[src/rtl/deser_pkg.sv]
// deser_pkg: state encoding and default parameters for serial_deser
package deser_pkg;
  typedef enum logic [1:0] {HUNT, LOAD, PARITY} state_t;
  localparam int DEF_WIDTH = 8;
  localparam int DEF_SYNC_LEN = 8;
  localparam logic [7:0] DEF_SYNC = 8'hA5;
endpackage

[src/rtl/serial_deser_sync_detect.sv]
// sync_detect: sliding sync window over qualified bits with a match output for the incoming bit
module sync_detect
  import deser_pkg::*;
#(
  parameter int SYNC_LEN = DEF_SYNC_LEN,
  parameter logic [SYNC_LEN-1:0] SYNC = DEF_SYNC
) (
  input  logic Clk,
  input  logic clr,
  input  logic shift,
  input  logic D,
  output logic hit
);
  localparam int WL = SYNC_LEN - 1;
  logic [WL-1:0] win_q, win_d;
  // keep only the previous SYNC_LEN-1 bits; the incoming bit completes the window
  always_comb win_d = clr ? '0 : shift ? WL'({win_q, D}) : win_q;
  // window register, cleared synchronously by clr
  always_ff @(posedge Clk) win_q <= win_d;
  assign hit = shift && ({win_q, D} == SYNC);
endmodule

[src/rtl/serial_deser.sv]
// serial_deser: sync-hunting serial-to-parallel deserializer; optional even parity check via PARITY_CHECK_EN
module serial_deser
  import deser_pkg::*;
#(
  parameter int WIDTH = DEF_WIDTH,
  parameter int SYNC_LEN = DEF_SYNC_LEN,
  parameter logic [SYNC_LEN-1:0] SYNC = DEF_SYNC
) (
  input  logic             Clk,
  input  logic             nRst,
  input  logic             D,
  input  logic             En,
  input  logic             Resync,
  output logic [WIDTH-1:0] Q,
  output logic             Valid,
  output logic             Locked,
  output logic             ParErr
);
  localparam int CW = $clog2(WIDTH);
`ifdef PARITY_CHECK_EN
  localparam int WW = WIDTH;
`else
  localparam int WW = WIDTH - 1;
`endif
  state_t state_q, state_d;
  logic [CW-1:0] cnt_q, cnt_d;
  logic [WW-1:0] word_q, word_d;
  logic [WIDTH-1:0] q_q, q_d;
  logic valid_q, valid_d, perr_q, perr_d, hit, last;
  assign last = cnt_q == CW'(WIDTH - 1);
  sync_detect #(.SYNC_LEN(SYNC_LEN), .SYNC(SYNC)) u_sync (
    .Clk  (Clk),
    .clr  (Resync | ~nRst),
    .shift(En && state_q == HUNT),
    .D    (D),
    .hit  (hit)
  );
  // next state: Resync wins over data, En=0 holds everything
  always_comb begin
    state_d = state_q;
    cnt_d = cnt_q;
    word_d = word_q;
    q_d = q_q;
    valid_d = 1'b0;
    perr_d = 1'b0;
    if (Resync) begin
      state_d = HUNT;
      cnt_d = '0;
    end else if (En) begin
      case (state_q)
        HUNT: begin
          state_d = hit ? LOAD : HUNT;
          cnt_d = '0;
        end
        LOAD: begin
          word_d = WW'({word_q, D});
          cnt_d = last ? '0 : cnt_q + 1'b1;
`ifdef PARITY_CHECK_EN
          state_d = last ? PARITY : LOAD;
`else
          q_d = last ? {word_q, D} : q_q;
          valid_d = last;
`endif
        end
`ifdef PARITY_CHECK_EN
        PARITY: begin
          q_d = word_q;
          valid_d = 1'b1;
          perr_d = (^word_q) != D;
          state_d = perr_d ? HUNT : LOAD;
        end
`endif
        default: state_d = HUNT;
      endcase
    end
  end
  // state registers with synchronous active-low reset
  always_ff @(posedge Clk) begin
    if (!nRst) begin
      state_q <= HUNT;
      cnt_q <= '0;
      word_q <= '0;
      q_q <= '0;
      valid_q <= 1'b0;
      perr_q <= 1'b0;
    end else begin
      state_q <= state_d;
      cnt_q <= cnt_d;
      word_q <= word_d;
      q_q <= q_d;
      valid_q <= valid_d;
      perr_q <= perr_d;
    end
  end
  assign Q = q_q;
  assign Valid = valid_q;
  assign Locked = state_q != HUNT;
  assign ParErr = perr_q;
endmodule
[config.mk]
export PLATFORM = sky130hd
export DESIGN_NAME = serial_deser
export DESIGN_NICKNAME = d
export VERILOG_FILES = /design/src/rtl/deser_pkg.sv /design/src/rtl/serial_deser_sync_detect.sv /design/src/rtl/serial_deser.sv
export SDC_FILE = /design/constraint.sdc
export NUM_CORES = 1
export LEC_CHECK = 0
export CAP_MARGIN = 20
export CORE_ASPECT_RATIO = 1.5
export CORE_MARGIN = 10
export CORE_UTILIZATION = 56
export DETAILED_ROUTE_END_ITERATION = 12
export PLACE_DENSITY = 0.82
export SLEW_MARGIN = 25
export SYNTH_ARGS = -nofsm -noshare
export SYNTH_HDL_FRONTEND = slang
export SYNTH_SLANG_ARGS = --single-unit
[constraint.sdc]
create_clock -name Clk -period 3.1 [get_ports Clk]
set_input_delay 0.62 -clock Clk [delete_from_list [all_inputs] [get_ports Clk]]
set_output_delay 0.62 -clock Clk [all_outputs]
set_load 0.05 [all_outputs]
==> flow_summary_export.csv, run 1 <==
group,metric,value,unit
status,outcome,"completed",
synth,yosys_warnings,0,
place,dp_hpwl,1460,um
global_route,grt_use_total,9.59,%
worst_setup_path,worstPathArrival,1720,ps
routing,drc_errors,0,
worst_hold_path,hold_start,"Q[2]",
power_and_ir_drop,vdd_drop_max,0.000354,V
floorplanning,start_util,60.4,%
global_route,grt-ovfl-total,0,
power_and_ir_drop,p_switching,0.000119,W
worst_setup_path,path_delay_family,"buffers and inverters",
power_and_ir_drop,p_clk_share,28.9,%
clock_tree,clock-sinks,27,
finish,fillers,143,
sta,skew,13.6,ps
finish,diodes,0,
sta,final.min_clock_period,2340,ps
floorplanning,die_w,56.7,um
synth,asyncSetResetFlopFracSynth,0,%
finish,utilization,67.0,%
finish,final_common_cell,"dfxtp_1",
clock_tree,htreeDepth,1,
power_and_ir_drop,p_sw_share,22.6,%
floorplanning,fp.dieH,75.1,um
clock_tree,clock_latency,330,ps
sta,rsz0062_at_grt,"no",
routing,wl,1840,um
sta,fmax,426,MHz
synth,synthDistinctLibCells,23,
worst_setup_path,reg2reg_depth,5,
synth,yosysTopAreaCell,"dfxtp_1",
worst_setup_path,critical_path.startpoint,"state_q[0]",
global_route,antenna_found_initial,0,
power_and_ir_drop,p_int,0.000408,W
routing,vias,762,
sta,finalWorstSetupSlack,755,ps
finish,area_growth,11.0,%
worst_setup_path,path_depth,1,
finish,multi_input_area,507,sq um
power_and_ir_drop,combPwrFrac,5.0,%
sta,worst_pin_slew,503,ps
routing,ant_nets,0,
sta,setup_viol,0,
sta,slew_headroom,66.3,%
synth,syn_inst,112,
finish,nets,130,
clock_tree,ctsResizeCount,0,
worst_setup_path,max_stage_delay,870,ps
finish,drive_gt1_share,13.1,%
worst_setup_path,crit_type,"flip-flop to output pin",
worst_setup_path,required,2480,ps
worst_setup_path,path_cells,"clkdlybuf4s50_1",
sta,finalSetupTns,0,ps
worst_setup_path,path_max_fanout,8,
routing,avgRoutedWirePerCell,12.9,um
routing,firstDrtPassIters,4,
finish,layout_common_cells,"dfxtp_1, nor2_1, mux2i_1, clkdlybuf4s50_1, nand3_1",
clock_tree,root_buffer,"clkbuf_4",
worst_setup_path,reg2reg_slack,1690,ps
synth,synth_area_leaders,"dfxtp_1, mux2i_1, o21ai_2",
place,portBuffers,14,
floorplanning,core,0.00188,sq mm
synth,ys_seq_area_share,47.7,%
clock_tree,cts_buffers,3,
floorplanning,ios,16,
synth,synth_top_area_share,47.7,%
global_route,grt_pass1_vias,771,
floorplanning,dieArea,0.00426,sq mm
sta,hold_viol_final,0,
synth,synthFlopType,"dfxtp_1",
synth,synth_fp_nets,119,
worst_setup_path,r2r_start,"cnt_q[0]",
clock_tree,cts_setup_buffers,0,
worst_setup_path,cp-endpoint,"Locked",
worst_setup_path,slowest_stage,"clkdlybuf4s50_1",
job,maxCapViolCount,0,
sta,finalCritPeriodShare,75.6,%
power_and_ir_drop,p_leak,0.526,nW
clock_tree,ctsHoldBuffers,0,
synth,syn_area,0.00113,sq mm
synth,ys_ff_latch,27,
sta,slew_violations,0,
finish,seqCellArea,541,sq um
worst_hold_path,hold_class,"flip-flop to flip-flop",
clock_tree,clkTransAtPathRegs,130,ps
power_and_ir_drop,p_seq_share,66.1,%
routing,drt_iter0_drc,10,
clock_tree,cts_tree,"done",
clock_tree,cts_buffer_depth,2,
worst_setup_path,cp-start-kind,"flip-flop",
power_and_ir_drop,powerDensity,418,mW/mm^2
worst_setup_path,reg2reg_to,"Q[1]",
synth,syn_avg_cell_area,10.1,sq um
worst_setup_path,crit_path_end_kind,"output pin",
floorplanning,rows,19,
synth,synth_edf_count,0,
place,globalplace.congestion,0.701,
global_route,grt_pass1_wl,3310,um
routing,vias_per_cell,5.33,
place,dp_slack,929,ps
global_route,grt_max_degree,18,
worst_setup_path,critPathBufInv,1,
[state kept, by name (all words and copies together) (netlist names)]
signal        count
Q                 8
word_q            7
u_sync.win_q      7
cnt_q             3
state_q           1
Valid             1
[cell families (layout without fill, tap and decap cells)]
kind of cell | after synthesis | after routing | share of synthesized area (%)
and+or+nand+nor | 45 | 45 | 21.4
DFF | 27 | 27 | 47.7
muxes | 14 | 14 | 12.4
AOI/OAI and AO/OA | 12 | 12 | 8.39
buffers and inverters | 11 | 21 | 7.62
adders and majority gates | 2 | 2 | 2.21
other | 1 | 1 | 0.331
[worst min-delay path by stage]
stage,to,slack (ps),cells past startpoint
after global routing,Q[2],490,2
after global placement,Q[6],440,2
final,Q[2],470,2
after detailed placement,Q[7],460,2
after CTS,Q[7],470,2
after floorplan,Q[7],440,2
[layer usage]
metal / global-route usage [%] / vias to the layer above / share of wire (%)
li1: - / 396 / -
met2: 17.1 / 13 / 53
met3: 2.53 / 5 / 4.8
met4: 6.28 / 0 / 2.4
met1: 9.70 / 348 / 40
met5: 0 / - / 0
[cells in the mapped netlist (2+ instances only)]
| library cell | count |
|---|---|
| mux2i_1 | 14 |
| nor2_1 | 18 |
| nand2b_1 | 3 |
| nand3_1 | 9 |
| buf_6 | 5 |
| a21oi_1 | 2 |
| nand2_1 | 8 |
| o21ai_2 | 8 |
| inv_1 | 2 |
| dfxtp_1 | 27 |
| ha_1 | 2 |
| buf_2 | 3 |
[power groups by stage]
stage	clock (W)	combinational (W)	sequential [W]
after floorplan	0	0.0000223	0.000355
after global placement	0	0.0000261	0.000356
after detailed placement	0	0.0000265	0.000356
after CTS	0.000160	0.0000264	0.000348
after global routing	0.000175	0.0000287	0.000348
final	0.000152	0.0000265	0.000348
[through the flow]
| stage | total power (W) | instances | cell area (sq um) | hold slack [ps] |
|---|---|---|---|---|
| global route | 0.000552 | 143 | 1260 | 489 |
| floorplan | 0.000378 | 112 | 1130 | 439 |
| finish | 0.000527 | 143 | 1260 | 472 |
| global placement | 0.000382 | 139 | 1230 | 445 |
| detailed placement | 0.000382 | 139 | 1230 | 455 |
| CTS | 0.000534 | 143 | 1260 | 475 |
[layout make-up]
class	instances	share of cell area [%]
inverters	2	0.596
multi-input cells	74	40.3
repair buffers	15	11.7
flip-flops and latches	27	42.9
clock buffers	3	1.79
well taps	21	2.09
clock inverters	1	0.596
Power figures use the tool's default switching activity.
==> run 2: changes to the inputs <==
CORE_UTILIZATION = 47   (was 56)
PLACE_DENSITY = 0.73   (was 0.82)
clock period = 1.9 ns   (was 3.1 ns; I/O delays follow)
==> run 2 against run 1 <==
Against the previous run: count of clock-buffer cells in the layout grew 1; first-iteration DRC count grew 70%; clock power grew 59%; critical path type unchanged; largest cell class unchanged; largest power group unchanged.
==> flow_summary_export.csv, run 2 (synthesized netlist as in run 1, its figures left out) <==
group,metric,value,unit
routing,firstDrtPassIters,4,
worst_setup_path,crit_path_end_kind,"output pin",
sta,rsz0062_at_grt,"no",
sta,fmax,548,MHz
floorplanning,ios,16,
clock_tree,cts_buffers,3,
routing,vias_per_cell,5.20,
worst_setup_path,worstPathArrival,1440,ps
clock_tree,cts_tree,"done",
clock_tree,htreeDepth,1,
sta,hold_viol_final,0,
floorplanning,die_w,60.1,um
place,dp_hpwl,1360,um
worst_hold_path,hold_start,"Q[6]",
floorplanning,rows,21,
worst_setup_path,path_cells,"clkdlybuf4s50_1",
power_and_ir_drop,p_total,0.000855,W
clock_tree,cts_buffer_depth,2,
worst_hold_path,hold_class,"flip-flop to flip-flop",
sta,final.min_clock_period,1820,ps
finish,layout_common_cells,"dfxtp_1, nor2_1, mux2i_1, nand3_1",
routing,wl,1810,um
routing,ant_nets,0,
worst_setup_path,max_stage_delay,790,ps
routing,drt_iter0_drc,17,
finish,final_common_cell,"dfxtp_1",
global_route,grt_pass1_wl,3120,um
worst_setup_path,slowest_stage,"clkdlybuf4s50_1",
worst_setup_path,critPathBufInv,1,
sta,worst_pin_slew,513,ps
worst_setup_path,cp-start-kind,"flip-flop",
floorplanning,core,0.00226,sq mm
routing,drc_errors,0,
routing,avgRoutedWirePerCell,12.4,um
clock_tree,ctsHoldBuffers,0,
worst_setup_path,path_delay_family,"buffers and inverters",
clock_tree,cts_setup_buffers,0,
finish,drive_gt1_share,15.4,%
finish,largest_reg_flops,8,
global_route,grt_use_total,7.99,%
floorplanning,dieArea,0.00482,sq mm
finish,area_growth,12.3,%
worst_setup_path,r2r_start,"cnt_q[0]",
global_route,grt-ovfl-total,0,
worst_setup_path,crit_type,"flip-flop to output pin",
global_route,grt_pass1_vias,727,
routing,vias,759,
power_and_ir_drop,p_leak,0.651,nW
finish,utilization,56.3,%
global_route,grt_max_degree,18,
sta,finalCritPeriodShare,96.0,%
clock_tree,clock-sinks,27,
place,portBuffers,14,
clock_tree,clkTransAtPathRegs,130,ps
place,globalplace.congestion,0.710,
clock_tree,root_buffer,"clkbuf_4",
sta,slew_violations,0,
worst_setup_path,required,1520,ps
finish,nets,131,
place,dp_slack,153,ps
power_and_ir_drop,powerDensity,672,mW/mm^2
sta,setup_viol,0,
status,outcome,"completed",
finish,fillers,215,
sta,skew,5.31,ps
power_and_ir_drop,vdd_drop_max,0.000538,V
finish,diodes,0,
floorplanning,fp.dieH,80.1,um
worst_setup_path,critical_path.startpoint,"Valid",
sta,finalSetupTns,0,ps
floorplanning,start_util,50.2,%
global_route,antenna_found_initial,0,
worst_setup_path,path_max_fanout,1,
job,maxCapViolCount,0,
sta,slew_headroom,65.7,%
clock_tree,clock_latency,320,ps
sta,finalWorstSetupSlack,75.2,ps
-- run 2: worst reg2reg max path, stage by stage, from the launching register on --
cell      delay (ps)
dfxtp_1          380
ha_1             160
ha_1             210
nand4b_4         300
nand3_1          210
o21ai_2           60
-- run 2: path summary, 6_finish.rpt --
path,to,slack [ps],cells after the start
worst max register to register,Q[4],470,5
worst min register to register,Q[6],470,2
worst min-delay path,Q[6],470,2
worst max-delay path,Valid,80,1
-- run 2: cell type report --
cell class                 count  area, sq um  share of cell area, %
timing repair buffer          16          163                   12.8
sequential                    27          541                   42.5
clock buffer                   4         26.3                   2.06
tap                           23         28.8                   2.26
inverter                       2         7.51                  0.590
multi-input combinational     74          507                   39.8
-- run 2: repair_timing --
item | CTS | global route
setup endpoints to repair | 0 | 6
hold endpoints to repair | 0 | 0
gates resized for setup | 0 | 6
-- run 2: metal layers --
metal  GRT usage [%]  vias up  wire [um]
met4            4.05        0         20
met5               0        -          0
met2            12.4       10        871
li1                -      398          -
met3            2.83        2         87
met1            9.28      349        825
-- run 2: stage by stage --
step	cells	hold WS [ps]	area, sq um
6_report	146	468	1270
5_1_grt	146	492	1270
4_1_cts	146	476	1260
3_5_place_dp	142	457	1230
3_3_place_gp	142	446	1230
2_1_floorplan	112	439	1130
-- run 2: power breakdown --
part | switching (W) | leakage [nW] | internal (W)
Clock | 0.000160 | 0.0150 | 0.0000820
Combinational | 0.0000264 | 0.418 | 0.0000184
Sequential | 0.000000623 | 0.217 | 0.000567
Total | 0.000187 | 0.651 | 0.000668
